$ cat config.mk
export PLATFORM = sky130hd
export DESIGN_NAME = router_fsm
export DESIGN_NICKNAME = d
export VERILOG_FILES = /design/src/rtl/router_fsm.sv
export SDC_FILE = /design/constraint.sdc
export NUM_CORES = 1
export LEC_CHECK = 0
export ABC_AREA = 1
export CAP_MARGIN = 40
export CORE_MARGIN = 2
export CORE_UTILIZATION = 35
export CTS_BUF_LIST = sky130_fd_sc_hd__clkbuf_16
export CTS_CLUSTER_SIZE = 24
export DETAILED_ROUTE_END_ITERATION = 7
export GPL_TIMING_DRIVEN = 0
export PLACE_DENSITY = 0.74
export SLEW_MARGIN = 25
export SYNTH_ARGS = -nofsm -noshare
export SYNTH_HDL_FRONTEND = slang
export SYNTH_SLANG_ARGS = --single-unit
$ cat constraint.sdc
create_clock -name clk -period 1.1 [get_ports clk]
set_input_delay 0.165 -clock clk [delete_from_list [all_inputs] [get_ports clk]]
set_output_delay 0.165 -clock clk [all_outputs]
set_load 0.005 [all_outputs]
$ cat src/rtl/router_fsm.sv
// Packet-sequencing controller for the 1x3 router: decodes the header address,
// waits for a free destination FIFO and steps the register block through a packet.
module router_fsm (
  input  logic       clk,
  input  logic       resetn,
  input  logic       pkt_valid,
  input  logic [1:0] data_in,
  input  logic       fifo_full,
  input  logic       fifo_empty_0,
  input  logic       fifo_empty_1,
  input  logic       fifo_empty_2,
  input  logic       soft_reset_0,
  input  logic       soft_reset_1,
  input  logic       soft_reset_2,
  input  logic       parity_done,
  input  logic       low_pkt_valid,
  output logic       detect_addr,
  output logic       lfd_state,
  output logic       ld_state,
  output logic       laf_state,
  output logic       full_state,
  output logic       write_enb_reg,
  output logic       rst_int_reg,
  output logic       busy
);

  typedef enum logic [2:0] {
    DECODE_ADDRESS,
    LOAD_FIRST_DATA,
    LOAD_DATA,
    WAIT_TILL_EMPTY,
    FIFO_FULL_STATE,
    LOAD_AFTER_FULL,
    LOAD_PARITY,
    CHECK_PARITY_ERROR
  } state_t;

  state_t     state, state_next;
  logic [1:0] addr_lat;
  logic       hdr_ok;
  logic       empty_hdr;
  logic       empty_lat;
  logic       soft_rst_sel;

  assign hdr_ok = pkt_valid && (data_in != 2'd3);

  always_comb begin
    empty_hdr = 1'b0;
    unique case (data_in)
      2'd0:    empty_hdr = fifo_empty_0;
      2'd1:    empty_hdr = fifo_empty_1;
      2'd2:    empty_hdr = fifo_empty_2;
      default: empty_hdr = 1'b0;
    endcase
  end

  always_comb begin
    empty_lat    = 1'b0;
    soft_rst_sel = 1'b0;
    unique case (addr_lat)
      2'd0: begin
        empty_lat    = fifo_empty_0;
        soft_rst_sel = soft_reset_0;
      end
      2'd1: begin
        empty_lat    = fifo_empty_1;
        soft_rst_sel = soft_reset_1;
      end
      2'd2: begin
        empty_lat    = fifo_empty_2;
        soft_rst_sel = soft_reset_2;
      end
      default: begin
        empty_lat    = 1'b0;
        soft_rst_sel = 1'b0;
      end
    endcase
  end

  always_ff @(posedge clk) begin
    if (!resetn) begin
      state    <= DECODE_ADDRESS;
      addr_lat <= '0;
    end else begin
      state <= state_next;
      if (state == DECODE_ADDRESS && hdr_ok)
        addr_lat <= data_in;
    end
  end

  always_comb begin
    state_next = state;
    // A timeout on the selected port aborts the packet from any state but DA.
    if (state != DECODE_ADDRESS && soft_rst_sel) begin
      state_next = DECODE_ADDRESS;
    end else begin
      unique case (state)
        DECODE_ADDRESS: begin
          if (hdr_ok)
            state_next = empty_hdr ? LOAD_FIRST_DATA : WAIT_TILL_EMPTY;
        end
        WAIT_TILL_EMPTY: begin
          if (empty_lat)
            state_next = LOAD_FIRST_DATA;
        end
        LOAD_FIRST_DATA: state_next = LOAD_DATA;
        LOAD_DATA: begin
          if (fifo_full)
            state_next = FIFO_FULL_STATE;
          else if (!pkt_valid)
            state_next = LOAD_PARITY;
        end
        FIFO_FULL_STATE: begin
          if (!fifo_full)
            state_next = LOAD_AFTER_FULL;
        end
        LOAD_AFTER_FULL: begin
          if (parity_done)
            state_next = DECODE_ADDRESS;
          else if (low_pkt_valid)
            state_next = LOAD_PARITY;
          else
            state_next = LOAD_DATA;
        end
        LOAD_PARITY: state_next = CHECK_PARITY_ERROR;
        CHECK_PARITY_ERROR: begin
          state_next = fifo_full ? FIFO_FULL_STATE : DECODE_ADDRESS;
        end
        default: state_next = DECODE_ADDRESS;
      endcase
    end
  end

  always_comb begin
    detect_addr   = (state == DECODE_ADDRESS);
    lfd_state     = (state == LOAD_FIRST_DATA);
    ld_state      = (state == LOAD_DATA);
    laf_state     = (state == LOAD_AFTER_FULL);
    full_state    = (state == FIFO_FULL_STATE);
    write_enb_reg = (state == LOAD_DATA) || (state == LOAD_AFTER_FULL) ||
                    (state == LOAD_PARITY);
    rst_int_reg   = (state == CHECK_PARITY_ERROR);
    busy          = (state != DECODE_ADDRESS) && (state != LOAD_DATA);
  end

endmodule

# --- Yosys cells after proc, flatten, opt, wreduce, memory -nomap -nowiden ---
# Index checks and enable logic that the tools add are counted.
totals:
  output_inout_bits: 8
  regBits: 5
  wordCells: 45
op_classes:
  mux: 13
  eq_ne: 17
  reduce_logical: 12
  bitwise: 1
op_table:
  columns: ["operator", "n"]
  rows:
  - ["2-to-1 mux 3 bit", 8]
  - ["one-hot mux 3 bit (8 select lines)", 1]
  - ["== test 3 bit (second input constant)", 4]
  - ["one-hot mux 1 bit (3 select lines)", 3]
  - ["== test 3 x 2 -> 1 bit (second input constant)", 2]
  - ["inequality test 2 bit (second input constant)", 3]
  - ["== test 2 x 1 -> 1 bit (second input constant)", 2]
  - ["== test 2 bit (second input constant)", 2]
  - ["logical AND 1 bit", 4]
  - ["logical NOT 2 bit", 2]
  - ["AND reduction 4 bit", 1]
  - ["== test 3 x 1 -> 1 bit (second input constant)", 1]
  - ["logical NOT 3 bit", 1]
  - ["inequality test 3 x 2 -> 1 bit (second input constant)", 1]
  - ["inequality test 3 bit (second input constant)", 1]
  - ["nonzero test 3 bit", 1]
  - ["logical OR 1 bit", 2]
  - ["2-to-1 mux 2 bit", 1]
  - ["inequality test 2 x 1 -> 1 bit (second input constant)", 1]
  - ["OR reduction 2 bit", 1]
  - ["inverter 1 bit", 1]

# --- Logic depth before layout (Yosys ltp) ---
logic_depth:
  depth_word: 5
  ltp_mapped: 8
  depth_no_buf: 8

# --- Worst setup path before layout ---
# No wires, ideal clock.
synth_timing:
  kind: "register to register"
  from: "register state[0]"
  to: "register state[1]"
  n_path_buf: 1
  required_ns: 1.034
  synth_period_minus_slack_ns: 1.070
  path_slack_ns: 0.030
  arrival_time_ns: 1.003
  path_stages_with_launch: 8
  path_cell_list: "dfxtp_1 > buf_2 > nand2_1 > nor2_1 > inv_1 > nor2_1 > nor2_1 > a21oi_2"
synth_via:
  elab_chain_len: 3
  word_cells_on_any_way: 17
  classes_between: "eq/ne: 11; mux: 1; reduce/logical: 5"
synth_lines:
  columns: ["element", "line_no", "rtl"]
  rows:
  - ["start: declaration", "38", "state_t state, state_next;"]
  - ["start signal: assignment", "85", "state <= state_next;"]
  - ["== test 3 x 2 -> 1 bit (tied with other cells)", "97", "unique case (state)"]
  - ["inequality test 3 bit (no source line) (tied with other cells)", null, null]
  - ["AND reduction 4 bit (no source line) / OR reduction 2 bit (equally long branches)", null, null]
# Several ways; a longest one is shown, not always the timed one.
# A chain may end at the register's enable or synchronous reset.

# --- Worst setup path after layout ---
layout_timing:
  from: "register state[1]"
  to: "output port write_enb_reg"
layout_via:
  elab_chain_len: 3
  word_cells_on_any_way: 5
  classes_between: "eq/ne: 3; reduce/logical: 2"
layout_lines:
  columns: ["element", "line_no", "rtl"]
  rows:
  - ["== test 3 x 2 -> 1 bit / == test 3 bit (equally long branches)", "140", "write_enb_reg = (state == LOAD_DATA) || (state == LOAD_AFTER_FULL) ||"]
  - ["logical OR 1 bit", "140", null]
  - ["logical OR 1 bit (*)", "140", null]
  - ["end: declaration", "22", "output logic write_enb_reg,"]
# Every way passes the cells marked *; elsewhere a longest branch is shown, timed or not.

==> results.sh <==
export IMPL_status="complete, but fails checks"
export IMPL_violations="setup timing"
export IMPL_clock_path_buffers=2
export IMPL_top_layer_used="met3"
export IMPL_fmax_mhz=824.0
export IMPL_cts_htree_levels=1
export IMPL_timing_hold_violations_final=0
export IMPL_viasPerCell=4.689
export IMPL_critPathKind="register to output pin"
export IMPL_synth_seq_cells=5
export IMPL_timing_final_crit_share=1.103
export IMPL_synth_area_sq_um=481.7
export IMPL_cts_sinks=5
export IMPL_tightest_slew_ns=0.2007
export IMPL_cp_data_arrival_time_ns=1.05
export IMPL_synthTopCellsByArea="dfxtp_1 21%, nand3_1 16%, nand2_1 13%, inv_1 9.4%, nor2_1 7.0%"
export IMPL_die_area_sq_um=1689
export IMPL_clk_latency_ns=0.22
export IMPL_ios=22
export IMPL_num_vias=633
export IMPL_whs_ns=0.5441
export IMPL_core_area_sq_um=1301
export IMPL_hpwl_mm=1.001
export IMPL_cts_tree="built"
export IMPL_rows=13
export IMPL_clockPowerShare=0.264
export IMPL_setup_viol=12
export IMPL_finalSetupTns_ns=-0.9923
export IMPL_register_area_sq_um=111.4
export IMPL_final_antenna_net_count=0
export IMPL_syn_nets=98
export IMPL_num_fill_cells=108
export IMPL_port_buffers=21
export IMPL_grt_antenna_before_repair=0
export IMPL_dr_pass1_iters=3
export IMPL_drv_slew=0
export IMPL_root_buffer="clkbuf_16"
export IMPL_gr_total_overflow=0
export IMPL_power_density_nw_per_um2=2428
export IMPL_die_w_um=41.10
export IMPL_wl_met2_um=779
export IMPL_area_delta_synth_final_pct=89.35
export IMPL_p_int_uw=1359
export IMPL_final_setup_skew_ns=0.002997
export IMPL_yosys_most_used_dff="dfxtp_1"
export IMPL_fin_nets=135
export IMPL_cts_buffers=3
export IMPL_wl_met3_um=86
export IMPL_synth_edff_count=0
export IMPL_end_kind="output pin"
export IMPL_antennaDiodeCount=0
export IMPL_grt_pass1_wl_mm=2.187
export IMPL_gp_congestion=0.7784
export IMPL_drv_cap=0
export IMPL_cp_max_fo=7
export IMPL_syn_area_per_cell_sq_um=5.735
export IMPL_die_h_um=41.10
export IMPL_post_route_drc_count=0
export IMPL_grt_pass1_vias=551
export IMPL_combPwrFrac=0.572
export IMPL_dp_cells=120
export IMPL_worst_slack_ns=-0.1135
export IMPL_synth_most_common_cell="nand2_1"
export IMPL_async_flop_share=0
export IMPL_switching_share=0.3865
export IMPL_ys_warn_count=0
export IMPL_p_seq_frac=0.164
export IMPL_yosysTopAreaCell="dfxtp_1"
export IMPL_synth_top_area_frac=0.2078
export IMPL_drive_gt1_frac=0.4083
export IMPL_p_sw_uw=855.8
export IMPL_ys_top_cells_by_count="17 x nand2_1, 15 x nand3_1, 12 x inv_1"
export IMPL_grtUsageTotal=0.2040
export IMPL_multi_input_area_sq_um=357.8
export IMPL_routedWlPerCell_um=11.01
export IMPL_hold_buffers=0
export IMPL_peakVddDrop_mv=1.747
export IMPL_rsz0062_at_grt="yes"
export IMPL_final_cells=135
export IMPL_layout_min_cycle_time_ns=1.214
export IMPL_clkSlewWorstSetupHoldPaths_ns=0.03
export IMPL_initial_core_util=0.3702
export IMPL_seq_area_frac_synth=0.2078
export IMPL_leakage_uw=0.0004616
export IMPL_syn_inst=84
export IMPL_m1WireLength_um=621
export IMPL_hold_class="register to register"
export IMPL_synth_cell_types=18
export IMPL_postLayoutCoreUtil=0.7010
export IMPL_cp_start_kind="register"
export IMPL_required_ns=0.94
export IMPL_relSlewSlack=0.8651
export IMPL_drt_wl_total_mm=1.487
export IMPL_first_iter_violations=2
export IMPL_p_total_uw=2214
export IMPL_grt_max_degree=8
final timing paths:
kind,cells past startpoint,startpoint,slack [ns],endpoint
worst max-delay path,5,state[1]$_SDFFE_PP0P_,-0.11,write_enb_reg
worst min-delay path,2,addr_lat[0]$_SDFFE_PN0P_,0.54,addr_lat[0]$_SDFFE_PN0P_
worst max register to register,9,state[2]$_SDFFE_PP0P_,-0.09,addr_lat[0]$_SDFFE_PN0P_
worst min register to register,2,addr_lat[0]$_SDFFE_PN0P_,0.54,addr_lat[0]$_SDFFE_PN0P_
flip-flops by register name, summed over array words and instances (netlist names):
name,flops
addr_lat,2
state,3
critical path, stage by stage (launching register included):
cell and delay, ns:
dfxtp_4 0.37, inv_2 0.07, buf_6 0.11, nand2_2 0.05, o21ai_1 0.10, buf_2 0.12
cell families after synthesis:
family                 after synthesis  share of synthesized area
and+or+nand+nor                     52                     0.5480
AOI/OAI and AO/OA                    9                     0.1013
DFF                                  5                     0.2078
buffers and inverters               18                     0.1428
layout make-up:
| class | instances | share of cell area |
|---|---|---|
| well taps | 15 | 0.02058 |
| inverters | 17 | 0.07270 |
| flip-flops and latches | 5 | 0.1221 |
| multi-input cells | 61 | 0.3923 |
| clock inverters | 1 | 0.004115 |
| clock buffers | 3 | 0.08230 |
| repair buffers | 33 | 0.3059 |
power groups by stage:
stage / Sequential (uW) / Combinational [uW] / Clock, uW
6_report: 363 / 1270 / 585
5_1_grt: 372 / 1390 / 613
4_1_cts: 341 / 1240 / 590
3_5_place_dp: 315 / 943 / 0
3_3_place_gp: 317 / 924 / 0
2_1_floorplan: 299 / 615 / 0
per-layer routing:
| layer | vias to the layer above | track usage |
|---|---|---|
| li1 | 345 | - |
| met1 | 268 | 0.1845 |
| met2 | 20 | 0.4453 |
| met3 | 0 | 0.06522 |
| met4 | 0 | 0 |
| met5 | - | 0 |
placed cells by master, fill, tap and decap left out, drive strengths merged:
cell,n
dfxtp,5
nand3,16
nand4,3
clkdlybuf4s50,13
nor2,13
buf,18
clkbuf,5
inv,18
a21oi,4
nand2,17
nor3,2
nand3b,1
o21ai,5
through the flow:
step                area, sq um  setup WS [ns]
floorplan                 481.7        0.03044
global placement          710.7        -0.3592
detailed placement        710.7        -0.3447
CTS                       902.1        -0.1601
global route              912.1        -0.1827
finish                    912.1        -0.1135
timing repair:
| item | in CTS | in global routing |
|---|---|---|
| resized for setup | 51 | 8 |
| pin swaps | 5 | 7 |
| setup endpoints to repair | 13 | 13 |
| buffers inserted | 10 | 2 |
| hold endpoints to repair | 0 | 0 |
(Power assumes the default switching activity.)
